### config.mk
export PLATFORM = sky130hd
export DESIGN_NAME = matmul_arbiter
export DESIGN_NICKNAME = d
export VERILOG_FILES = /design/src/rtl/matmul_arbiter.sv
export SDC_FILE = /design/constraint.sdc
export NUM_CORES = 1
export LEC_CHECK = 0
export BUFFER_PORTS_ARGS = -buffer_cell sky130_fd_sc_hd__buf_4
export CORE_MARGIN = 2
export CORE_UTILIZATION = 40
export CTS_BUF_LIST = sky130_fd_sc_hd__clkbuf_2
export CTS_CLUSTER_DIAMETER = 80
export CTS_CLUSTER_SIZE = 8
export DETAILED_ROUTE_END_ITERATION = 7
export PLACE_DENSITY_LB_ADDON = 0.2
export REMOVE_ABC_BUFFERS = 1
export SKIP_CTS_REPAIR_TIMING = 1
export SLEW_MARGIN = 10
export SYNTH_ARGS = -nofsm -noshare
export SYNTH_HDL_FRONTEND = slang
export SYNTH_SLANG_ARGS = --single-unit
### constraint.sdc
create_clock -name clk -period 5.57 [get_ports clk]
set_input_delay 0.2785 -clock clk [delete_from_list [all_inputs] [get_ports clk]]
set_output_delay 0.2785 -clock clk [all_outputs]
set_load 0.02 [all_outputs]
### src/rtl/matmul_arbiter.sv
// Round-robin front end sharing one 2x2 8-bit matrix multiplier between NREQ requesters.
// Registers the winner's operands, starts the unit, waits for done (or timeout) and returns the result.
//
// state | meaning
// IDLE  | arbitrate pending requests, latch winner operands
// ISSUE | mm_start and gnt to the winner for one cycle
// WAIT  | wait for mm_done or timeout
// RESP  | rsp_valid for one cycle
module matmul_arbiter #(
    parameter int NREQ        = 2,
    parameter int TIMEOUT_CYC = 16
) (
    input  logic                 clk,
    input  logic                 reset_n,
    input  logic [NREQ-1:0]      req,
    input  logic [NREQ*32-1:0]   req_a,
    input  logic [NREQ*32-1:0]   req_b,
    output logic [NREQ-1:0]      gnt,
    output logic                 rsp_valid,
    output logic [1:0]           rsp_id,
    output logic [31:0]          rsp_data,
    output logic                 rsp_err,
    output logic                 busy,
    output logic                 mm_start,
    output logic [31:0]          mm_a,
    output logic [31:0]          mm_b,
    input  logic [31:0]          mm_c,
    input  logic                 mm_done
);

    localparam logic [1:0] ST_IDLE  = 2'd0;
    localparam logic [1:0] ST_ISSUE = 2'd1;
    localparam logic [1:0] ST_WAIT  = 2'd2;
    localparam logic [1:0] ST_RESP  = 2'd3;

    localparam int CW = $clog2(TIMEOUT_CYC + 1);

    logic [1:0]    state;
    logic [1:0]    last;
    logic [CW-1:0] cnt;

    logic          found;
    logic [1:0]    win_id;
    logic [31:0]   win_a;
    logic [31:0]   win_b;

    // Scan offsets last+1 .. last+NREQ in order; the first requester hit wins.
    always_comb begin
        found  = 1'b0;
        win_id = '0;
        win_a  = '0;
        win_b  = '0;
        for (int off = 1; off <= NREQ; off++) begin
            for (int j = 0; j < NREQ; j++) begin
                if (!found && req[j] && (((int'(last) + off) % NREQ) == j)) begin
                    found  = 1'b1;
                    win_id = 2'(j);
                    win_a  = req_a[32*j +: 32];
                    win_b  = req_b[32*j +: 32];
                end
            end
        end
    end

    always_ff @(posedge clk or negedge reset_n) begin
        if (!reset_n) begin
            state    <= ST_IDLE;
            last     <= 2'(NREQ - 1);
            rsp_id   <= '0;
            rsp_data <= '0;
            rsp_err  <= 1'b0;
            mm_a     <= '0;
            mm_b     <= '0;
            cnt      <= '0;
        end else begin
            case (state)
                ST_IDLE: begin
                    if (found) begin
                        mm_a   <= win_a;
                        mm_b   <= win_b;
                        rsp_id <= win_id;
                        last   <= win_id;
                        state  <= ST_ISSUE;
                    end
                end
                ST_ISSUE: begin
                    // mm_done may still be high from the previous op here; it is not looked at.
                    cnt     <= '0;
                    rsp_err <= 1'b0;
                    state   <= ST_WAIT;
                end
                ST_WAIT: begin
                    if (mm_done) begin
                        rsp_data <= mm_c;
                        rsp_err  <= 1'b0;
                        state    <= ST_RESP;
                    end else if (cnt == CW'(TIMEOUT_CYC - 1)) begin
                        rsp_data <= '0;
                        rsp_err  <= 1'b1;
                        state    <= ST_RESP;
                    end else begin
                        cnt <= cnt + CW'(1);
                    end
                end
                ST_RESP: state <= ST_IDLE;
                default: state <= ST_IDLE;
            endcase
        end
    end

    always_comb begin
        gnt = '0;
        for (int j = 0; j < NREQ; j++) begin
            gnt[j] = (state == ST_ISSUE) && (rsp_id == 2'(j));
        end
    end

    assign mm_start  = (state == ST_ISSUE);
    assign busy      = (state != ST_IDLE);
    assign rsp_valid = (state == ST_RESP);

endmodule
# Yosys cells after proc, flatten, opt, wreduce, memory -nomap -nowiden
# Index checks and enable logic that the tools add are counted.
# Widths: inputs -> output; s select.
# totals
word_cells	75
romBits	0
memories	0
latch_bits	0
in_bits	165
ramBits	0
reg_bits	107
# classes
div	0
bitwise_logic	2
reduce_logical	24
n_mul	0
muxes	27
magnitude_cmp	0
n_shift	0
n_addsub	3
eq_ne	11
# ops
cell	n
$mux 32	10
$logic_not 32->1	2
$mux 2	5
$mux 5	2
$pmux 5 s2	1
$logic_and 1x1->1	9
$eq 2x2->1 const B	4
$pmux 2 s4	1
$reduce_and 2->1	4
$mux 1	7
$ne 2x2->1 const B	3
$reduce_bool 2->1	3
$add 5x1->5 const B	1
$eq 5x4->1 const B	1
$eq 2x1->1 const B	2
$logic_not 2->1	2
$logic_not 1->1	3
$ne 3x3->1 const B	1
$reduce_and 3->1	1
$add 1x1->1 const B	2
$and 1x1->1 const A	2
$pmux 1 s2	1

# Depth between registers and ports, before layout
# logic_depth
ltp_word	19
ltp_mapped	7

# Worst setup path before layout
# No wires, ideal clock.
# synth_path
path_type	register -> register
startpoint	register cnt[0]
endpoint	register cnt[3]
setup_time_ns	0.070
stages_incl_launch_ff	7
synth_period_minus_slack_ns	1.884
t_arrival_ns	1.814
required_ns	5.500
slack_ns	3.686
n_path_buf	0
cell_sequence	dfrtp_1 > ha_1 > and3_1 > ha_1 > and4bb_2 > or3b_2 > nand3_1
# synth_between
elab_chain_len	4
elab_cells_between_ends	7
classes_between	add/sub (1); eq/ne (2); mux (3); reduce/logical (1)
# synth_lines
element	line	source
start, declared	40	logic [CW-1:0] cnt;
start signal, assigned	102	cnt <= cnt + CW'(1);
$add 5x1->5	102	
$mux 5	97	end else if (cnt == CW'(TIMEOUT_CYC - 1)) begin
$mux 5	93	if (mm_done) begin
$pmux 5 s2	76	case (state)
# Several ways; a longest one is shown, not always the timed one. The select of a mux whose other input is x is not followed.
# A chain may end at the register's enable or synchronous reset.

# Final worst setup path
# layout_path
startpoint	register state[0]
endpoint	register mm_b[14]
# layout_between
elab_chain_len	2
# layout_lines
element	line	source
start, declared	38	logic [1:0] state;
start signal, assigned	67	state <= ST_IDLE;
start signal, assigned	83	state <= ST_ISSUE;
start signal, assigned	90	state <= ST_WAIT;
$logic_not 2->1	76	
$reduce_and 2->1 (no source line)	--	
end signal, assigned	80	mm_b <= win_b;
end, declared	26	output logic [31:0] mm_b,
# No other way between the ends.

==> summary.txt <==
Logic synthesis
  – Synth async-reset ratio: 1.00
  – Post-synth top area share: 0.573
  – Leading post-synthesis cells by cell area: dfrtp_1 (57%), a32oi_1 (8.0%), a22o_1 (6.9%)
  – Post-synthesis sequential element count: between 100 and 150
  – Yosys top cell by area: dfrtp_1
  – Post-synthesis sequential area ratio: 0.579
  – EDFF count, synth: 0
  – Synth Warn #: 0
  – Mean Syn Cell Area: about 12 µm²
  – Mapped Area: approximately 4600 µm²
  – Yosys cell types: 34
  – Synth Instances: about 400
  – Ys flop type: dfrtp_1

Placement
  – Post-DP Area: ~6600 µm²
  – IO Port Bufs: roughly 270
  – Hpwl dp: 9.69 mm
  – Gp weighted congestion: 0.834

Routing
  – Vias: between 4000 and 5000
  – Via density: ~5.2
  – DRC: 0
  – 1st-iter DRT viols: 327
  – Drt total wl: 15.0 mm
  – Antenna-violating nets left: 0
  – Wirelength per Cell: around 17 µm
  – Pre-antenna DRT Iters: 4

Floorplanning
  – Die area: roughly 12000 µm²
  – Ports: 269
  – Die width: 111 µm
  – CORE AREA: around 11000 µm²
  – Die height: 111 µm
  – Initial core utilization: 0.405
  – # rows: 39

Timing
  – Worst Max-Slew Pin Slew: roughly 1.1 ns
  – Setup TNS: 0 ns
  – Slew Limit Fails: 0
  – Final worst clock skew: 0.0346 ns
  – Final hold violation count: 0
  – Fin Hold WS: 0.00157 ns
  – Final setup viols: 0
  – Final period utilization: 0.532
  – Period minus WS final: about 3.0 ns
  – Fmax: around 340 MHz
  – RSZ-0062 raised after global routing: no
  – Worst slew margin: 0.245

CTS
  – CTS Sinks: 106
  – Clock network latency to the later pin of the worst-skew pair: about 0.56 ns
  – Num CTS Buffers: 9
  – CTS Root Cell: clkbuf_2
  – Clk buf depth: 2
  – CTS clock-pin slew for the worst setup and hold paths: approximately 0.29 ns
  – H-tree levels: 3
  – CTS tree: yes

Cells and area
  – Multi-input gate area: around 1700 µm²
  – Area Growth Syn to Fin: 67.3%
  – Fill count: 859
  – Most common cell after layout, fill and taps aside: buf_4
  – Antenna diodes: 0
  – Layout cells sized above 1: 0.400
  – Finished Cell Area: between 7000 and 8000 µm²
  – FF/Latch Area: 2650 µm²
  – Fin nets: 903
  – Most frequent cells in the layout: buf_4 (270), dfrtp_1 (105), dlygate4sd3_1 (95), nand2_1 (44), a32oi_1 (42)

Worst setup path
  – FF-to-FF Start: state[0]$_DFFE_PN0P_
  – Critical Path AT: about 3.5 ns
  – Crit path required time: between 6 and 7 ns
  – Critical R2R Capture: mm_b[14]$_DFFE_PN0P_
  – Worst R2R Setup Slack: around 2.6 ns
  – Worst reg-to-reg path cell count: 6
  – CP Class: reg -> reg
  – Highest fanout seen on the critical path: approximately 110
  – CP cell instances: inv_1 > ha_1 > o21ai_4 > buf_4 > a221o_1 > dlygate4sd3_1
  – Crit path max-delay family: buffers and inverters
  – Crit path launch type: flip-flop
  – Crit path largest cell delay: 0.77 ns
  – Buf+Inv Stages, Crit Path: 3
  – Setup crit end kind: flip-flop
  – Slowest CP cell: ha_1
  – Crit. Startpoint: state[0]$_DFFE_PN0P_

Run status
  – Status: finished clean

Worst hold path
  – Worst Hold Class: in -> reg
  – WHS Endpoint: mm_a[24]$_DFFE_PN0P_
  – Hold Crit Depth: 3
  – Hold_sp: req_a[56]

Global routing
  – Vias in the first global route: about 4200
  – GRT Total Usage: 0.217
  – Global-route wire length before repair: around 22 mm
  – Largest net degree at the start of global routing: around 110
  – Antenna violations before repair: 0
  – Grt ovf: 0

Power
  – Pwr dens: 473 nW/µm²
  – Peak supply drop: 321 µV
  – Leak pwr: between 3 and 4 nW

Flow run
  – # Max-Cap Violations: 0
==> cell type report <==
type	instances	area share
Timing Repair Buffer	365	0.388
Sequential cell	106	0.346
Multi-Input combinational cell	245	0.227
Tap cell	143	0.0233
Clock inverter	4	0.00701
Clock buffer	10	0.00652
Inverter	5	0.00245
==> routing by layer <==
| metal | part of all wire | wire (µm) | up-vias | global-route usage |
|---|---|---|---|---|
| li1 | - | - | 2178 | - |
| met3 | 0.058 | 872 | 29 | 0.0470 |
| met1 | 0.41 | 6220 | 2172 | 0.283 |
| met4 | 0.021 | 313 | 0 | 0.0683 |
| met5 | 0 | 0 | - | 0 |
| met2 | 0.51 | 7630 | 188 | 0.363 |
==> stage by stage <==
stage / utilization / cells / setup slack, ns / power (W)
after global routing: 0.678 / 878 / 2.39 / 0.00385
final: 0.678 / 878 / 2.61 / 0.00363
after floorplan: - / 356 / 2.86 / 0.00229
after global placement: 0.584 / 769 / 2.99 / 0.00310
after detailed placement: 0.584 / 769 / 2.90 / 0.00315
after CTS: 0.593 / 783 / 2.86 / 0.00348
==> how the worst max path moves through the flow <==
stage	endpoint	slack, ns	depth (start not counted)
floorplan	cnt[0]$_DFFE_PN0P_	2.86	6
global placement	cnt[0]$_DFFE_PN0P_	2.99	6
detailed placement	cnt[0]$_DFFE_PN0P_	2.90	6
CTS	cnt[0]$_DFFE_PN0P_	2.86	6
global route	mm_b[15]$_DFFE_PN0P_	2.39	6
finish	mm_b[14]$_DFFE_PN0P_	2.61	6
==> worst reg2reg max path, delay by kind of cell (launching register included) <==
kind	cells	cell delay, ns
adder cells (fa/ha/maj)	1	0.77
flip-flops	1	0.47
AO/OA/AOI/OAI	2	0.59
buffers and inverters	3	1.10
==> Yosys cell counts (4+ instances only) <==
| master | n |
|---|---|
| dfrtp_1 | 105 |
| nand2_1 | 44 |
| a32oi_1 | 42 |
| o21ai_0 | 39 |
| a22o_1 | 36 |
| and3_1 | 23 |
| a221o_1 | 22 |
| clkbuf_1 | 21 |
| buf_2 | 14 |
| ha_1 | 6 |
| inv_1 | 5 |
| o21ai_1 | 5 |
| buf_4 | 4 |
| nor2_1 | 4 |
==> cells by family after synthesis <==
group,count (synthesis),synth area share
AO/OA/AOI/OAI,151,0.258
flip-flops,106,0.579
AND/OR/NAND/NOR,84,0.0911
buffers and inverters,46,0.0480
other,1,0.000818
multiplexers,3,0.00709
adder cells (fa/ha/maj),6,0.0164
==> sequential cells by signal (all words and copies together), names as in the netlist <==
| signal | flops |
|---|---|
| mm_b | 32 |
| mm_a | 32 |
| rsp_data | 32 |
| rsp_id | 1 |
| state | 2 |
| rsp_err | 1 |
| cnt | 5 |
| last | 1 |
==> power breakdown <==
| part | leakage, nW | internal, W | switching, W |
|---|---|---|---|
| Combinational | 2.40 | 0.000932 | 0.00105 |
| Clock | 0.0605 | 0.000102 | 0.000246 |
| Sequential | 1.34 | 0.00110 | 0.000203 |
| Total | 3.80 | 0.00213 | 0.00149 |
(Power assumes the default switching activity.)
